===== src/rtl/btn_press_gen_if.sv =====
// Command and waveform signals of the button-press generator.
// The bench or controlling logic drives the command side (master); the generator is the slave.
interface btn_press_gen_if #(
    parameter int DUR_W = 16,
    parameter int REP_W = 4
);
    logic             start;
    logic [DUR_W-1:0] dur_ms;
    logic [REP_W-1:0] repeat_n;
    logic             btn_n;
    logic             busy;
    logic             done;

    modport master (
        output start, dur_ms, repeat_n,
        input  btn_n, busy, done
    );

    modport slave (
        input  start, dur_ms, repeat_n,
        output btn_n, busy, done
    );
endinterface


===== src/rtl/btn_press_gen.sv =====
// Generates timed active-low button presses: repeat_n presses of dur_ms each,
// separated by GAP_MS releases, followed by a one-cycle done pulse.
module btn_press_gen #(
    parameter int CLOCK_RATE_HZ = 50_000_000,
    parameter int GAP_MS        = 100,
    parameter int DUR_W         = 16,
    parameter int REP_W         = 4
) (
    input  logic           clk,
    input  logic           rst_n,
    btn_press_gen_if.slave bus
);
    localparam int TPM    = CLOCK_RATE_HZ / 1000;
    localparam int TICK_W = (TPM > 1) ? $clog2(TPM) : 1;
    localparam logic [TICK_W-1:0] TICK_LAST = TICK_W'(TPM - 1);
    localparam logic [DUR_W-1:0]  GAP_LAST  = DUR_W'(GAP_MS - 1);

    typedef enum logic [1:0] {
        IDLE  = 2'd0,
        PRESS = 2'd1,
        GAP   = 2'd2,
        FIN   = 2'd3
    } state_t;

    state_t            r_state;
    state_t            w_next;
    logic [TICK_W-1:0] r_tick;
    logic [DUR_W-1:0]  r_ms;
    logic [DUR_W-1:0]  r_dur;
    logic [REP_W-1:0]  r_rep;
    logic [REP_W-1:0]  r_press;
    logic              r_btn_n;
    logic              r_busy;
    logic              r_done;
    logic              w_btn_n;
    logic              w_busy;
    logic              w_done;
    logic              w_tick;
    logic              w_accept;
    logic              w_press_end;
    logic              w_gap_end;

    assign w_tick      = (r_tick == TICK_LAST);
    assign w_accept    = (r_state == IDLE) && bus.start;
    assign w_press_end = w_tick && (r_ms == (r_dur - DUR_W'(1)));
    assign w_gap_end   = w_tick && (r_ms == GAP_LAST);

    // Outputs are decoded from the next state and registered, so they change on the same edge as the state.
    always_comb begin
        w_next = r_state;
        unique case (r_state)
            IDLE: begin
                if (bus.start) begin
                    if ((bus.dur_ms == '0) || (bus.repeat_n == '0)) w_next = FIN;
                    else                                              w_next = PRESS;
                end
            end
            PRESS: begin
                if (w_press_end) w_next = (r_press == r_rep) ? FIN : GAP;
            end
            GAP: begin
                if (w_gap_end) w_next = PRESS;
            end
            FIN:     w_next = IDLE;
            default: w_next = IDLE;
        endcase
        w_btn_n = (w_next != PRESS);
        w_busy  = (w_next != IDLE);
        w_done  = (w_next == FIN);
    end

    always_ff @(posedge clk) begin
        if (!rst_n) begin
            r_state <= IDLE;
            r_tick  <= '0;
            r_ms    <= '0;
            r_dur   <= '0;
            r_rep   <= '0;
            r_press <= '0;
            r_btn_n <= 1'b1;
            r_busy  <= 1'b0;
            r_done  <= 1'b0;
        end else begin
            r_state <= w_next;
            r_btn_n <= w_btn_n;
            r_busy  <= w_busy;
            r_done  <= w_done;

            // Counters restart on every state change so each phase has an exact length.
            if (w_next != r_state) begin
                r_tick <= '0;
                r_ms   <= '0;
            end else if ((r_state == PRESS) || (r_state == GAP)) begin
                if (w_tick) begin
                    r_tick <= '0;
                    r_ms   <= r_ms + DUR_W'(1);
                end else begin
                    r_tick <= r_tick + TICK_W'(1);
                end
            end

            if (w_accept) begin
                r_dur   <= bus.dur_ms;
                r_rep   <= bus.repeat_n;
                r_press <= REP_W'(1);
            end else if ((r_state == GAP) && (w_next == PRESS)) begin
                r_press <= r_press + REP_W'(1);
            end
        end
    end

    assign bus.btn_n = r_btn_n;
    assign bus.busy  = r_busy;
    assign bus.done  = r_done;
endmodule


===== src/flat_wrapper.sv =====
// flat-port wrapper written by rule: the top's interface ports become plain ports
module btn_press_gen_flat 
#(
    parameter int CLOCK_RATE_HZ = 50_000_000,
    parameter int GAP_MS        = 100,
    parameter int DUR_W         = 16,
    parameter int REP_W         = 4
)
  (clk, rst_n, bus_start, bus_dur_ms, bus_repeat_n, bus_btn_n, bus_busy, bus_done);
  btn_press_gen_if #(.DUR_W(DUR_W), .REP_W(REP_W)) bus_i ();
  input  logic clk;
  input  logic rst_n;
  input wire logic [$bits(bus_i.start)-1:0] bus_start;
  input wire logic [$bits(bus_i.dur_ms)-1:0] bus_dur_ms;
  input wire logic [$bits(bus_i.repeat_n)-1:0] bus_repeat_n;
  output wire logic [$bits(bus_i.btn_n)-1:0] bus_btn_n;
  output wire logic [$bits(bus_i.busy)-1:0] bus_busy;
  output wire logic [$bits(bus_i.done)-1:0] bus_done;
  assign bus_i.start = bus_start;
  assign bus_i.dur_ms = bus_dur_ms;
  assign bus_i.repeat_n = bus_repeat_n;
  assign bus_btn_n = bus_i.btn_n;
  assign bus_busy = bus_i.busy;
  assign bus_done = bus_i.done;
  btn_press_gen #(.CLOCK_RATE_HZ(CLOCK_RATE_HZ), .GAP_MS(GAP_MS), .DUR_W(DUR_W), .REP_W(REP_W)) u_core (.clk(clk), .rst_n(rst_n), .bus(bus_i));
endmodule

===== config.mk =====
export PLATFORM = sky130hd
export DESIGN_NAME = btn_press_gen_flat
export DESIGN_NICKNAME = d
export VERILOG_FILES = /design/src/rtl/btn_press_gen_if.sv /design/src/rtl/btn_press_gen.sv /design/src/flat_wrapper.sv
export SDC_FILE = /design/constraint.sdc
export NUM_CORES = 1
export LEC_CHECK = 0
export ABC_AREA = 1
export CORE_MARGIN = 10
export CORE_UTILIZATION = 61
export CTS_BUF_LIST = sky130_fd_sc_hd__clkbuf_8
export DETAILED_ROUTE_END_ITERATION = 10
export PLACE_DENSITY = 0.9
export SLEW_MARGIN = 15
export SYNTH_ARGS = -nofsm -noshare
export SYNTH_HDL_FRONTEND = slang
export SYNTH_SLANG_ARGS = --single-unit

===== constraint.sdc =====
create_clock -name clk -period 3.25 [get_ports clk]
set_clock_uncertainty 0.15 [all_clocks]
set_input_delay 0.325 -clock clk [delete_from_list [all_inputs] [get_ports clk]]
set_output_delay 0.325 -clock clk [all_outputs]
set_load 0.02 [all_outputs]

==> results.toml <==
[floorplanning]
die_x_um = 97.41
core_area_um2 = 5886
initial_core_util_pct = 62.10
io_pins = 26
die_h_um = 97.41
die_area_um2 = 9488
rows = 28

[routing]
avgViaCountPerCell = 5.331
wl_per_cell_um = 13.40
wl_mm = 8.860
drtIter0Drc = 214
ant_nets = 0
dr.pass1.iters = 5
drcViolationCount = 0
vias = 3524

[power_and_ir_drop]
switching_share_pct = 33.60
power_mw = 1.918
p_per_area_nw_per_um2 = 457.6
p_seq_share_pct = 43.2
power.switching_mw = 0.6446
pwr-share-comb_pct = 24.4
clkPwrFrac_pct = 32.4
ir_worst_vdd_uv = 440.9
internal_power_mw = 1.274
power_leakage_nw = 1.752

[sta]
fmax_ghz = 0.3313
finalHoldViolations = 0
hold_slack_ps = 348.7
min_period_over_period_pct = 92.87
layout_setup_ws_ps = 231.6
worst_slew_pin_slew_ps = 512.0
slew_headroom_pct = 65.55
rsz0062_at_grt = "no"
finalSetupTns_ps = 0
drv_slew = 0
setup_viol = 0
fin_crit_ps = 3018

[place]
pre_cts_slack_ps = 138.1
dpl.hpwl_mm = 6.235
placed_cell_area_um2 = 3950
place.gp.congestion = 0.8836
numPortBuffers = 25
place_inst = 642

[clock_tree]
clockRootBuffer = "clkbuf_8"
clk-insertion-delay-late_ps = 350
cts.htree.levels = 3
cts_tree = "done"
cts_buffers = 9
cts.clk_slew.worst_paths_ps = 70
cts.sinks = 61
max-clock-path-buffers = 2
postCtsHoldBufs = 0

[critical_path]
worst-path-max-fanout = 6
critPathRequiredTime_ps = 3390
crit_path_start_kind = "register"
crit_path_end_kind = "register"
cp.arrival_ps = 3160
critical_path_class = "register to register"

[global_routing]
grt-ovfl-total = 0
antenna_found_initial = 0
grt_max_degree = 33
grt_pass1_wl_mm = 13.95
grt_pass1_vias = 3249
grt_use_total_pct = 17.43

[finish]
fin_cells = 661
n_antenna_cell = 0
area_growth_pct = 14.72
fin_util_pct = 71.24
layout_common_cells = "nand2_1 (123), nor2_1 (82), inv_1 (74)"
fin_nets = 612
fin_area_um2 = 4193
drive_gt1_share_pct = 11.95
final_common_cell = "nand2_1"

[yosys]
synth.distinct_cells = 31
netlist_instances = 550
seq_area_frac_synth_pct = 33.41
syn-num-nets = 581
ys.flop_type = "dfxtp_1"
yosysWarnings = 0
synth.cell_area_um2 = 3655
ys_async_sr_fraction_pct = 0
synth_seq_cells = 61
syn_avg_cell_area_um2 = 6.645
synth_edf_count = 0

[flow_run]
drv_cap = 0

[hold_path]
hold_class = "register to register"

[outcome]
status = "finished clean"
-- per-layer routing --
layer	GRT usage, %	share of wire, %
met2	29.59	50
met5	0	0
met4	6.935	1.8
met1	19.75	43
met3	5.477	5.1
-- Yosys cell counts (5+ instances only) --
master	instances	area share, %
nand3_1	27	3.7
nor2_1	82	8.4
nor2_2	34	5.8
nand2_1	123	13
xnor2_1	11	2.6
nor4_1	10	1.7
nand4_1	10	1.7
xor2_1	24	5.8
clkbuf_1	5	0.51
nor3_1	5	0.68
a21oi_1	21	2.9
ha_1	8	2.7
inv_2	5	0.51
dfxtp_1	61	33
inv_1	73	7.5
o21ai_0	30	4.1
-- sequential cells by signal, indices dropped and copies added (netlist names) --
signal,flops
u_core.bus.busy,1
u_core.r_rep,4
u_core.r_press,4
u_core.bus.done,1
u_core.r_ms,16
u_core.bus.btn_n,1
u_core.r_tick,16
u_core.r_state,2
u_core.r_dur,16
-- worst max-delay path: stages, from the launching register on --
cell and delay, ps:
dfxtp_1 430, inv_1 150, ha_1 450, inv_2 110, nor2_1 120, nand3_1 100, nor2_1 150, nand3_1 120
nor2_1 140, nand2_1 150, nor4_4 210, nand3_1 150, xor2_1 160, or2_2 280, nor2_2 100
-- power groups by stage --
stage	clock (mW)	combinational (mW)	sequential, mW
final	0.622	0.468	0.828
after global routing	0.657	0.523	0.832
after CTS	0.621	0.423	0.827
after detailed placement	0	0.419	0.844
after global placement	0	0.405	0.842
after floorplan	0	0.323	0.840
-- worst paths after layout --
check	depth (start not counted)	to	slack [ps]	start
worst min register to register	2	u_core.r_dur[15]	350	u_core.r_dur[15]
worst max register to register	14	u_core.r_tick[15]	230	u_core.r_state[0]
worst min-delay path	2	u_core.r_dur[15]	350	u_core.r_dur[15]
worst max-delay path	14	u_core.r_tick[15]	230	u_core.r_state[0]
-- cell type report --
cell class              count  area, µm²
multi-input cells         402       2102
flip-flops and latches     61       1221
clock inverters             5      26.28
well taps                  75      93.84
clock buffers              11      151.4
repair buffers             29      305.3
inverters                  78      292.8
fillers                   478       1693
-- repair_timing --
action,CTS,global route
resized for setup,0,2
endpoints found under the setup margin,0,32
endpoints found under the hold margin,0,0
setup buffers,0,2
-- kinds of logic (layout without fill, tap and decap cells) --
logic type      count (synthesis)  after routing  share of synthesized area [%]
flops                          61             61                          33.41
fa+ha+maj                       8              8                          2.739
simple gates                  304            305                          38.14
compound gates                 54             54                          7.566
buf+inv                        88            123                          9.757
xor+xnor                       35             35                          8.387
Power figures use the tool's default switching activity.
